**config.mk**
```make
export PLATFORM = sky130hd
export DESIGN_NAME = fire_dispatch_arbiter
export DESIGN_NICKNAME = d
export VERILOG_FILES = /design/src/rtl/fire_dispatch_arbiter.sv
export SDC_FILE = /design/constraint.sdc
export NUM_CORES = 1
export LEC_CHECK = 0
export ABC_AREA = 1
export BUFFER_PORTS_ARGS = -buffer_cell sky130_fd_sc_hd__buf_2
export CAP_MARGIN = 15
export CORE_MARGIN = 2
export CORE_UTILIZATION = 54
export DETAILED_ROUTE_END_ITERATION = 12
export GPL_ROUTABILITY_DRIVEN = 0
export PLACE_DENSITY_LB_ADDON = 0.25
export SYNTH_ARGS = -nofsm -noshare
export SYNTH_HDL_FRONTEND = slang
export SYNTH_SLANG_ARGS = --single-unit
```
**constraint.sdc**
```tcl
create_clock -name i_clk -period 6.3 [get_ports i_clk]
set_input_delay 0.315 -clock i_clk [delete_from_list [all_inputs] [get_ports i_clk]]
set_output_delay 0.315 -clock i_clk [all_outputs]
set_load 0.01 [all_outputs]
```
**src/rtl/fire_dispatch_arbiter.sv**
```systemverilog
// Two-source round-robin front end for the fire dispatcher: per-source range FIFOs, one output stage, step-level idle.
// Optional macro UCASPIAN_DISPATCH_RANGE_CHECK_EN: drop descending ranges at grant time and count them.
module fire_dispatch_arbiter #(
   parameter int DEPTH  = 4,
   parameter int ADDR_W = 12
) (
   input  logic              i_clk,
   input  logic              i_reset,
   input  logic              i_enable,
   input  logic              i_src0_vld,
   input  logic              i_src1_vld,
   output logic              o_src0_rdy,
   output logic              o_src1_rdy,
   input  logic [ADDR_W-1:0] i_src0_start,
   input  logic [ADDR_W-1:0] i_src1_start,
   input  logic [ADDR_W-1:0] i_src0_end,
   input  logic [ADDR_W-1:0] i_src1_end,
   output logic              o_dsp_vld,
   input  logic              i_dsp_rdy,
   output logic [ADDR_W-1:0] o_dsp_start,
   output logic [ADDR_W-1:0] o_dsp_end,
   input  logic              i_dsp_step_done,
   output logic              o_step_done,
   output logic              o_range_err,
   output logic [7:0]        o_err_cnt
);
   localparam int PTR_W = $clog2(DEPTH);
   localparam int CNT_W = PTR_W + 1;
   localparam logic [CNT_W-1:0] FULL_CNT = CNT_W'(DEPTH);

   logic [ADDR_W-1:0] r_mem_start [2][DEPTH];
   logic [ADDR_W-1:0] r_mem_end   [2][DEPTH];
   logic [PTR_W-1:0]  r_wptr [2];
   logic [PTR_W-1:0]  r_rptr [2];
   logic [CNT_W-1:0]  r_cnt  [2];
   logic              r_last_grant;
   logic              r_dsp_vld;
   logic [ADDR_W-1:0] r_dsp_start;
   logic [ADDR_W-1:0] r_dsp_end;
   logic              r_step_done;

   logic [ADDR_W-1:0] w_in_start [2];
   logic [ADDR_W-1:0] w_in_end   [2];
   logic [1:0]        w_vld;
   logic [1:0]        w_rdy;
   logic [1:0]        w_push;
   logic [1:0]        w_pop;
   logic [1:0]        w_ne;
   logic              w_slot;
   logic              w_grant;
   logic              w_sel;
   logic              w_bad;
   logic              w_load;
   logic [ADDR_W-1:0] w_head_start;
   logic [ADDR_W-1:0] w_head_end;

   assign w_in_start[0] = i_src0_start;
   assign w_in_start[1] = i_src1_start;
   assign w_in_end[0]   = i_src0_end;
   assign w_in_end[1]   = i_src1_end;
   assign w_vld         = {i_src1_vld, i_src0_vld};

   // Accept, arbitration and load decisions from start-of-cycle occupancy.
   always_comb begin
      w_rdy  = 2'b00;
      w_push = 2'b00;
      w_pop  = 2'b00;
      w_ne   = 2'b00;
      for (int k = 0; k < 2; k++) begin
         w_ne[k]   = (r_cnt[k] != '0);
         w_rdy[k]  = i_enable && !i_reset && (r_cnt[k] != FULL_CNT);
         w_push[k] = w_vld[k] && w_rdy[k];
      end
      w_slot  = i_enable && (!r_dsp_vld || i_dsp_rdy);
      w_grant = w_slot && (w_ne[0] || w_ne[1]);
      if (w_ne[0] && w_ne[1]) begin
         w_sel = !r_last_grant;
      end else begin
         w_sel = w_ne[1];
      end
      w_head_start = r_mem_start[w_sel][r_rptr[w_sel]];
      w_head_end   = r_mem_end[w_sel][r_rptr[w_sel]];
`ifdef UCASPIAN_DISPATCH_RANGE_CHECK_EN
      w_bad = w_grant && (w_head_end < w_head_start);
`else
      w_bad = 1'b0;
`endif
      w_load = w_grant && !w_bad;
      for (int k = 0; k < 2; k++) begin
         w_pop[k] = w_grant && (w_sel == 1'(k));
      end
   end

   assign o_src0_rdy = w_rdy[0];
   assign o_src1_rdy = w_rdy[1];

   // Per-source circular FIFOs; a pop never frees room for a same-cycle push.
   always_ff @(posedge i_clk or posedge i_reset) begin
      if (i_reset) begin
         for (int k = 0; k < 2; k++) begin
            r_wptr[k] <= '0;
            r_rptr[k] <= '0;
            r_cnt[k]  <= '0;
            for (int j = 0; j < DEPTH; j++) begin
               r_mem_start[k][j] <= '0;
               r_mem_end[k][j]   <= '0;
            end
         end
      end else begin
         for (int k = 0; k < 2; k++) begin
            if (w_push[k]) begin
               r_mem_start[k][r_wptr[k]] <= w_in_start[k];
               r_mem_end[k][r_wptr[k]]   <= w_in_end[k];
               r_wptr[k] <= r_wptr[k] + 1'b1;
            end
            if (w_pop[k]) begin
               r_rptr[k] <= r_rptr[k] + 1'b1;
            end
            r_cnt[k] <= r_cnt[k] + CNT_W'(w_push[k]) - CNT_W'(w_pop[k]);
         end
      end
   end

   // Output stage, grant history and registered idle flag.
   always_ff @(posedge i_clk or posedge i_reset) begin
      if (i_reset) begin
         r_dsp_vld    <= 1'b0;
         r_dsp_start  <= '0;
         r_dsp_end    <= '0;
         r_last_grant <= 1'b1;
         r_step_done  <= 1'b1;
      end else begin
         if (w_load) begin
            r_dsp_vld   <= 1'b1;
            r_dsp_start <= w_head_start;
            r_dsp_end   <= w_head_end;
         end else if (r_dsp_vld && i_dsp_rdy) begin
            r_dsp_vld <= 1'b0;
         end
         if (w_grant) begin
            r_last_grant <= w_sel;
         end
         r_step_done <= (r_cnt[0] == '0) && (r_cnt[1] == '0) && !r_dsp_vld &&
                        !i_src0_vld && !i_src1_vld && i_dsp_step_done;
      end
   end

   assign o_dsp_vld   = r_dsp_vld;
   assign o_dsp_start = r_dsp_start;
   assign o_dsp_end   = r_dsp_end;
   assign o_step_done = r_step_done;

`ifdef UCASPIAN_DISPATCH_RANGE_CHECK_EN
   logic       r_range_err;
   logic [7:0] r_err_cnt;

   // Sticky error flag and saturating drop counter.
   always_ff @(posedge i_clk or posedge i_reset) begin
      if (i_reset) begin
         r_range_err <= 1'b0;
         r_err_cnt   <= 8'd0;
      end else if (w_bad) begin
         r_range_err <= 1'b1;
         if (r_err_cnt != 8'hFF) begin
            r_err_cnt <= r_err_cnt + 8'd1;
         end
      end
   end

   assign o_range_err = r_range_err;
   assign o_err_cnt   = r_err_cnt;
`else
   assign o_range_err = 1'b0;
   assign o_err_cnt   = 8'd0;
`endif
endmodule
```
==> metrics.md, run 1 <==
| Metric | Value |
|---|---|
| Required time at the worst-slack endpoint | `a little under 7 ns` |
| Die Area | `approximately 22000 µm²` |
| Relative max-transition margin | `about 28%` |
| Post-CTS clock slew at the launch and capture registers of the worst setup and hold paths | `0.06 ns` |
| Critical Path Sink Type | `flip-flop` |
| Std-Cell Core Area | `roughly 21000 µm²` |
| Post-Syn Area per Cell | `about 9.7 µm²` |
| Yosys warns | `0` |
| Largest fanout on the critical path | `53` |
| Count of hold buffers inserted by post-cts repair | `1` |
| Wire length of the first global-routing pass | `between 40000 and 50000 µm` |
| Core occupancy in the finished layout | `60.6%` |
| Initial core utilization | `a little over half` |
| Result of the run | `finished, final reports clean` |
| # resized after CTS | `0` |
| Largest buffer count on any clock path | `3` |
| Placed cell count | `about 1500` |
| Total negative setup slack | `0 ns` |
| Proportion of synthesized chip area in sequential cells | `approximately 50%` |
| Routed vias/inst | `about 5.3` |
| Hold WC Path Type | `in2reg` |
| Delay contributed by the slowest stage of the critical path | `between 0.4 and 0.5 ns` |
| Number of design-rule violations left by the first detailed-router iteration | `501` |
| Cell Count, Final, Fillers Out | `between 1500 and 2000` |
| Die Span X | `approximately 150 µm` |
| PnR worst setup slack | `2.68 ns` |
| Die height | `between 100 and 150 µm` |
| Source-to-sink clock delay at the later pin of the worst-skew pair | `between 0.5 and 0.6 ns` |
| DRC violation count after routing | `0` |
| Number of buffers inserted by post-CTS setup repair | `0` |
| Number of pins exceeding their max-slew limit in the final report | `0` |
| Final worst clock skew | `between 0.01 and 0.015 ns` |
| Boundary Pins | `92` |
| Post-route fraction of the period consumed by the critical path | `a little under three fifths` |
| CTS Root Buffer Type | `sky130_fd_sc_hd__clkbuf_16` |
| Detailed-route wire length per cell | `between 15 and 20 µm` |
| Mapped Area | `11400 µm²` |
| Wire length reported by the detailed router | `26500 µm` |
| Critical path launch point type | `flip-flop` |
| RSZ-0062 raised after global routing | `no` |
| Peak supply drop | `0.000293 V` |
| Number of violations of the max-capacitance limit | `0` |
| Sum of overflow across all layers after global routing | `0` |
| Final-layout worst hold slack | `0.0258 ns` |
| Inserted Clock Buffers | `26` |
| Setup violation total in the final timing report | `0` |
| H-tree depth | `1` |
| Actual slew at the worst max-slew pin | `1.07 ns` |
| TritonCTS clock tree | `yes` |
| Antenna Violating Nets Remaining | `0` |
| Via count of the first global-routing pass | `just under 8000` |
| Slowest stage cell on the critical path | `sky130_fd_sc_hd__dfrtp_1` |
| Overall track demand over capacity in global routing | `around a quarter` |
| Critical Path AT | `4.08 ns` |
| Final worst path period need | `approximately 3.6 ns` |
| Fraction of final layout cells with drive strength greater than 1 | `about a quarter` |
| Total of buffers placed on input and output ports | `82` |
| Count of different cell masters after synthesis | `28` |
| Pin count of the biggest net entering global routing | `a little under 100` |
| Cell row count | `53` |
| Synth-to-layout area growth | `10.6%` |
| Count of nets after finishing | `about 1300` |
| Pwr dens | `around 550 nW/µm²` |
| Post-place setup slack | `around 2.7 ns` |
| Post-detailed-placement half-perimeter wirelength | `15400 µm` |
| Synthesis-stage register bit count | `around 230` |
| Achievable Freq | `~280 MHz` |
| Critical path type | `reg2reg` |
| Via count | `about 8000` |
| Number of hold-slack violations in the final timing report | `0` |
| # clock sinks | `~230` |
| Critical path, cell by cell | `nand3b_1 -> buf_4 -> or2_2 -> nand3_1 -> buf_4 -> inv_2 -> nand2_1 -> inv_2 -> ha_1 -> inv_1 -> ha_1 -> fa_1 -> xnor2_1 -> xor2_1` |
| Leakage component of the power | `around 6.5 nW` |
| Initial antenna violation count | `1` |
| Post-synthesis cell count | `around 1200` |
| Count of TritonRoute iterations in the first routing pass | `5` |
==> cells in the mapped netlist (all sizes together) <==
| cell | count | area, µm² |
|---|---|---|
| a21oi | 2 | 10.0 |
| a31oi | 2 | 25.0 |
| buf | 60 | 415 |
| clkbuf | 16 | 60.1 |
| conb | 1 | 3.75 |
| dfrtp | 231 | 5780 |
| dfstp | 2 | 52.6 |
| fa | 2 | 40.0 |
| ha | 12 | 150 |
| inv | 29 | 109 |
| mux2 | 192 | 2160 |
| nand2 | 497 | 1880 |
| nand3 | 98 | 490 |
| nand3b | 2 | 15.0 |
| nor2 | 17 | 131 |
| nor3 | 1 | 5.00 |
| o21ai | 1 | 16.3 |
| or2 | 1 | 6.26 |
| xnor2 | 3 | 26.3 |
| xor2 | 6 | 52.6 |
==> flip-flops by register name (all words and copies together), names as in the netlist, 4 cells and up <==
register and flops:
r_mem_end 96, r_wptr 4, r_mem_start 96, r_rptr 4
o_dsp_start 12, r_cnt 6, o_dsp_end 12
==> final cells by class <==
type	instances	area [µm²]
repair buffers	95	526
clock inverters	6	32.5
flip-flops and latches	233	5830
fillers	1781	8240
multi-input cells	845	5050
well taps	275	344
clock buffers	41	748
inverters	29	113
diodes	1	2.50
==> cell families (layout without fill, tap and decap cells) <==
group	Yosys count	count (layout)	synth area share, %
XOR/XNOR	9	9	0.690
AO/OA/AOI/OAI	5	5	0.449
multiplexers	192	192	18.9
adder cells (fa/ha/maj)	14	14	1.66
buffers and inverters	105	171	5.11
AND/OR/NAND/NOR	616	616	22.1
other	1	10	0.0328
flip-flops	233	233	51.0
==> metal layers <==
layer  vias to the layer above  wire, µm  GRT usage [%]  share of wire (%)
met5                         -         0              0                  0
met4                         0       715           7.05                2.7
met3                        50      1100           3.05                4.2
met2                       182     12800           39.8                 48
met1                      4027     11900           33.3                 45
li1                       3882         -              -                  -
==> critical path, delay by kind of cell, from the launching register on <==
family,cells,cell delay [ns]
buffers and inverters,5,1.06
flip-flops,1,0.41
adder cells (fa/ha/maj),3,0.84
XOR/XNOR,2,0.36
AND/OR/NAND/NOR,4,0.85
==> per-stage QoR <==
step	instance area, µm²	power [mW]
after floorplan	11500	4.97
after global placement	11800	5.51
after detailed placement	11800	5.61
after CTS	12600	7.02
after global routing	12600	7.54
final	12600	6.99
==> layout by cell type (no fill, tap or decap), drive strengths merged, types with 2 or more instances in the layout <==
master / count
a31oi: 2
a21oi: 2
clkinv: 5
dfrtp: 231
nand3: 98
nand3b: 2
fa: 2
mux2: 192
nand2: 497
clkbuf: 41
buf: 93
clkinvlp: 2
conb: 9
inv: 28
xnor2: 3
nor2: 17
dlygate4sd3: 2
xor2: 6
dfstp: 2
ha: 12
==> where the power goes <==
| part | switching (mW) | total (mW) | internal (mW) |
|---|---|---|---|
| clock network | 0.588 | 1.40 | 0.810 |
| logic | 1.78 | 2.97 | 1.19 |
| registers | 0.401 | 2.61 | 2.21 |
| total | 2.77 | 6.99 | 4.21 |
==> worst paths after layout <==
kind / startpoint / end / slack (ns) / cells past startpoint
min in group asynchronous: i_reset / r_wptr[2] / 0.28 / 3
min: i_dsp_step_done / o_step_done / 0.03 / 3
max in group asynchronous: i_reset / r_mem_start[25] / 4.20 / 5
min reg2reg: r_rptr[1] / r_rptr[1] / 0.47 / 1
max: r_cnt[2] / r_cnt[2] / 2.68 / 14
max reg2reg: r_cnt[2] / r_cnt[2] / 2.68 / 14
Note: power is estimated with default switching activity, not from simulation.
==> run 2, diff against run 1 <==
ABC_AREA = 0   (was 1)
clock period = 3.29 ns   (was 6.3 ns; I/O delays follow)
==> run 2 against run 1 <==
  * Count of clock-buffer cells in the layout shrank 1
  * Maximum frequency rose by 38%
  * Largest power group is now sequential cells
  * Critical path type unchanged
  * Critical endpoint is now r_cnt[5]
  * Wire length decreased by 19%
==> metrics.md, run 2 <==
| Metric | Value |
|---|---|
| Post-route fraction of the period consumed by the critical path | `80.1%` |
| # clock sinks | `233` |
| Registers with the most flip-flops | `r_mem_end: 96 flops, r_mem_start: 96 flops` |
| Post-place setup slack | `0.659 ns` |
| # resized after CTS | `0` |
| Number of pins exceeding their max-slew limit in the final report | `0` |
| Inserted Clock Buffers | `26` |
| Required time at the worst-slack endpoint | `3.68 ns` |
| Achievable Freq | `between 300 and 400 MHz` |
| Result of the run | `finished, final reports clean` |
| PnR worst setup slack | `between 0.6 and 0.7 ns` |
| Antenna cells | `0` |
| Combined buffer and inverter count along the critical path | `1` |
| Prevailing post-synth register cell | `sky130_fd_sc_hd__dfrtp_1` |
| Commonest cells in the netlist | `sky130_fd_sc_hd__dfrtp_1 (231), sky130_fd_sc_hd__mux2_2 (192), sky130_fd_sc_hd__mux4_2 (48)` |
| Critical path launch point type | `flip-flop` |
| Post-Syn Area per Cell | `~16 µm²` |
| Slowest stage cell on the critical path | `sky130_fd_sc_hd__or3_1` |
| Critical path, cell by cell | `or3_1 -> a21bo_2 -> nor2b_1 -> ha_1 -> inv_1 -> ha_1 -> fa_1 -> xor2_1 -> xnor2_1` |
| Number of buffers inserted by post-CTS setup repair | `0` |
| Std-Cell Core Area | `18800 µm²` |
| Library cell with the largest summed area after synthesis | `sky130_fd_sc_hd__dfrtp_1` |
| Number of violations of the max-capacitance limit | `0` |
| Wire length reported by the detailed router | `approximately 21000 µm` |
| Fraction of final layout cells with drive strength greater than 1 | `~47%` |
| Final worst clock skew | `about 0.010 ns` |
| Initial core utilization | `55.5%` |
| Worst hold path startpoint | `i_src0_vld` |
| Pin count of the biggest net entering global routing | `94` |
| Area share of the leading cell type in the synthesized netlist | `55.3%` |
| Critical path type | `reg2reg` |
| Post-detailed-placement half-perimeter wirelength | `between 10000 and 15000 µm` |
| Count of hold buffers inserted by post-cts repair | `between 50 and 60` |
| Relative max-transition margin | `39.5%` |
| Yosys warns | `0` |
| Launching instance or port of the critical path | `r_cnt[5]` |
| RSZ-0062 raised after global routing | `no` |
| Total of buffers placed on input and output ports | `82` |
| Largest fanout on the critical path | `4` |
| Largest buffer count on any clock path | `3` |
| Critical Path AT | `3.03 ns` |
| Via count | `just under 6000` |
| Proportion of synthesized chip area in sequential cells | `55.8%` |
| Count of different cell masters after synthesis | `32` |
| Final instance area | `12400 µm²` |
| Count of TritonRoute iterations in the first routing pass | `4` |
| Total power | `roughly 12 mW` |
| EDFF count, synth | `0` |
| Delay-heaviest family, CP | `adder cells` |
| Placed cell count | `980` |
| Boundary Pins | `~90` |
| Wire length of the first global-routing pass | `between 30000 and 40000 µm` |
| Synth-to-layout area growth | `18.2%` |
| Most frequent standard cell in the layout excluding fill and tap cells | `sky130_fd_sc_hd__dfrtp_1` |
| Number of design-rule violations left by the first detailed-router iteration | `about 270` |
| Total of fill cells in the finished design | `around 1400` |
| Cell mode on critical path | `sky130_fd_sc_hd__ha_1` |
| Peak supply drop | `between 0.0005 and 0.0006 V` |
| Setup violation total in the final timing report | `0` |
| Post-CTS clock slew at the launch and capture registers of the worst setup and hold paths | `about 0.060 ns` |
| Synth area leaders | `sky130_fd_sc_hd__dfrtp_1 (55%), sky130_fd_sc_hd__mux2_2 (21%), sky130_fd_sc_hd__mux4_2 (10%)` |
| Count of nets after finishing | `slightly below 900` |
| Source-to-sink clock delay at the later pin of the worst-skew pair | `roughly 0.51 ns` |
| Delay contributed by the slowest stage of the critical path | `0.47 ns` |
| Share of synthesized registers carrying an async set or reset | `100%` |
| Actual slew at the worst max-slew pin | `slightly above 0.9 ns` |
| Leakage component of the power | `between 5 and 6 nW` |
| Detailed-route wire length per cell | `approximately 20 µm` |
| Sum of overflow across all layers after global routing | `0` |
| Most frequent cells in the layout | `sky130_fd_sc_hd__dfrtp_1 (231), sky130_fd_sc_hd__mux2_2 (192), sky130_fd_sc_hd__buf_2 (82)` |
| Initial antenna violation count | `0` |
| Post-synthesis cell count | `about 670` |
| Via count of the first global-routing pass | `6605` |
| Startpoint of the worst-slack reg-to-reg timing path | `r_cnt[5]` |
| DRC violation count after routing | `0` |
| Routed vias/inst | `between 5 and 6` |
| Final worst path period need | `approximately 2.6 ns` |
| Overall track demand over capacity in global routing | `22.3%` |
| CTS Root Buffer Type | `sky130_fd_sc_hd__clkbuf_16` |
| Hold WC Path Type | `in2reg` |
| TritonCTS clock tree | `yes` |
| Mapped Area | `between 10000 and 15000 µm²` |
| Critical Path Sink Type | `flip-flop` |
| Total negative setup slack | `0 ns` |
| Most common cell in the netlist | `sky130_fd_sc_hd__dfrtp_1` |
| Die Span X | `approximately 140 µm` |
| Number of hold-slack violations in the final timing report | `0` |
| Die height | `143 µm` |
| Cell Count, Final, Fillers Out | `~1100` |
| Die Area | `roughly 20000 µm²` |
| Cell row count | `50` |
| DP Area | `around 11000 µm²` |
| Pwr dens | `982 nW/µm²` |
| Antenna Violating Nets Remaining | `0` |
| H-tree depth | `1` |
| Synthesis-stage register bit count | `233` |
## run 2: cell types whose count changed after synthesis, moves of 21 or more
| cell | before | now |
|---|---|---|
| sky130_fd_sc_hd__mux4_2 | 0 | 48 |
| sky130_fd_sc_hd__nand2_1 | 493 | 29 |
| sky130_fd_sc_hd__o21ai_0 | 0 | 26 |
| sky130_fd_sc_hd__buf_4 | 32 | 11 |
| sky130_fd_sc_hd__mux2i_1 | 0 | 24 |
| sky130_fd_sc_hd__nand3_1 | 98 | 0 |
## run 2: worst paths after layout
path | to | slack (ns) | depth (start not counted)
worst max-delay path | r_cnt[5] | 0.66 | 9
worst min-delay path | r_wptr[2] | 0.10 | 4
worst max register to register | r_cnt[5] | 0.66 | 9
worst min register to register | o_dsp_start[3] | 0.48 | 2
max in group asynchronous | r_mem_end[78] | 1.95 | 4
min in group asynchronous | r_cnt[2] | 0.40 | 3
## run 2: area by class of cell
cell class / count / area, µm² / share of cell area [%]
well taps: 260 / 325 / 2.63
repair buffers: 144 / 1030 / 8.36
flip-flops and latches: 233 / 5830 / 47.2
clock inverters: 5 / 56.3 / 0.456
multi-input cells: 379 / 4250 / 34.4
clock buffers: 40 / 795 / 6.43
inverters: 17 / 67.6 / 0.547
## run 2: routing by layer
metal  part of all wire [%]  up-vias  global-route usage (%)  wire length (µm)
met5                      0        -                       0                 0
met2                     49       90                    37.4             10600
li1                       -     2661                       -                 -
met3                    3.0       41                    2.78               643
met4                    2.4        0                    5.47               509
met1                     45     3138                    31.4              9750
## run 2: stage by stage
step,hold WS (ns),util (%)
2_1_floorplan,0.201,-
3_3_place_gp,0.308,58.3
3_5_place_dp,0.310,58.3
4_1_cts,0.0994,65.6
5_1_grt,0.112,65.6
6_report,0.103,65.6
## run 2: report_power, final
| part | total, mW | internal [mW] | switching [mW] |
|---|---|---|---|
| Clock | 2.82 | 1.73 | 1.09 |
| Sequential | 5.06 | 4.27 | 0.788 |
| Combinational | 4.26 | 2.44 | 1.81 |
| Total | 12.1 | 8.44 | 3.69 |
## run 2: logic make-up (layout without fill, tap and decap cells)
kind of cell / Yosys count / count (layout) / share of synthesized area, %
xor+xnor: 10 / 10 / 0.838
simple gates: 49 / 49 / 2.23
fa+ha+maj: 14 / 14 / 1.82
mux: 264 / 264 / 33.3
buf+inv: 62 / 206 / 3.94
other cells: 1 / 9 / 0.0359
flops: 233 / 233 / 55.8
compound gates: 33 / 33 / 2.01
## run 2: tightest hold or removal path, delay by kind of cell
family	cells	cell delay [ns]
buf+inv	2	0.20
xor+xnor	1	0.13
compound gates	1	0.08
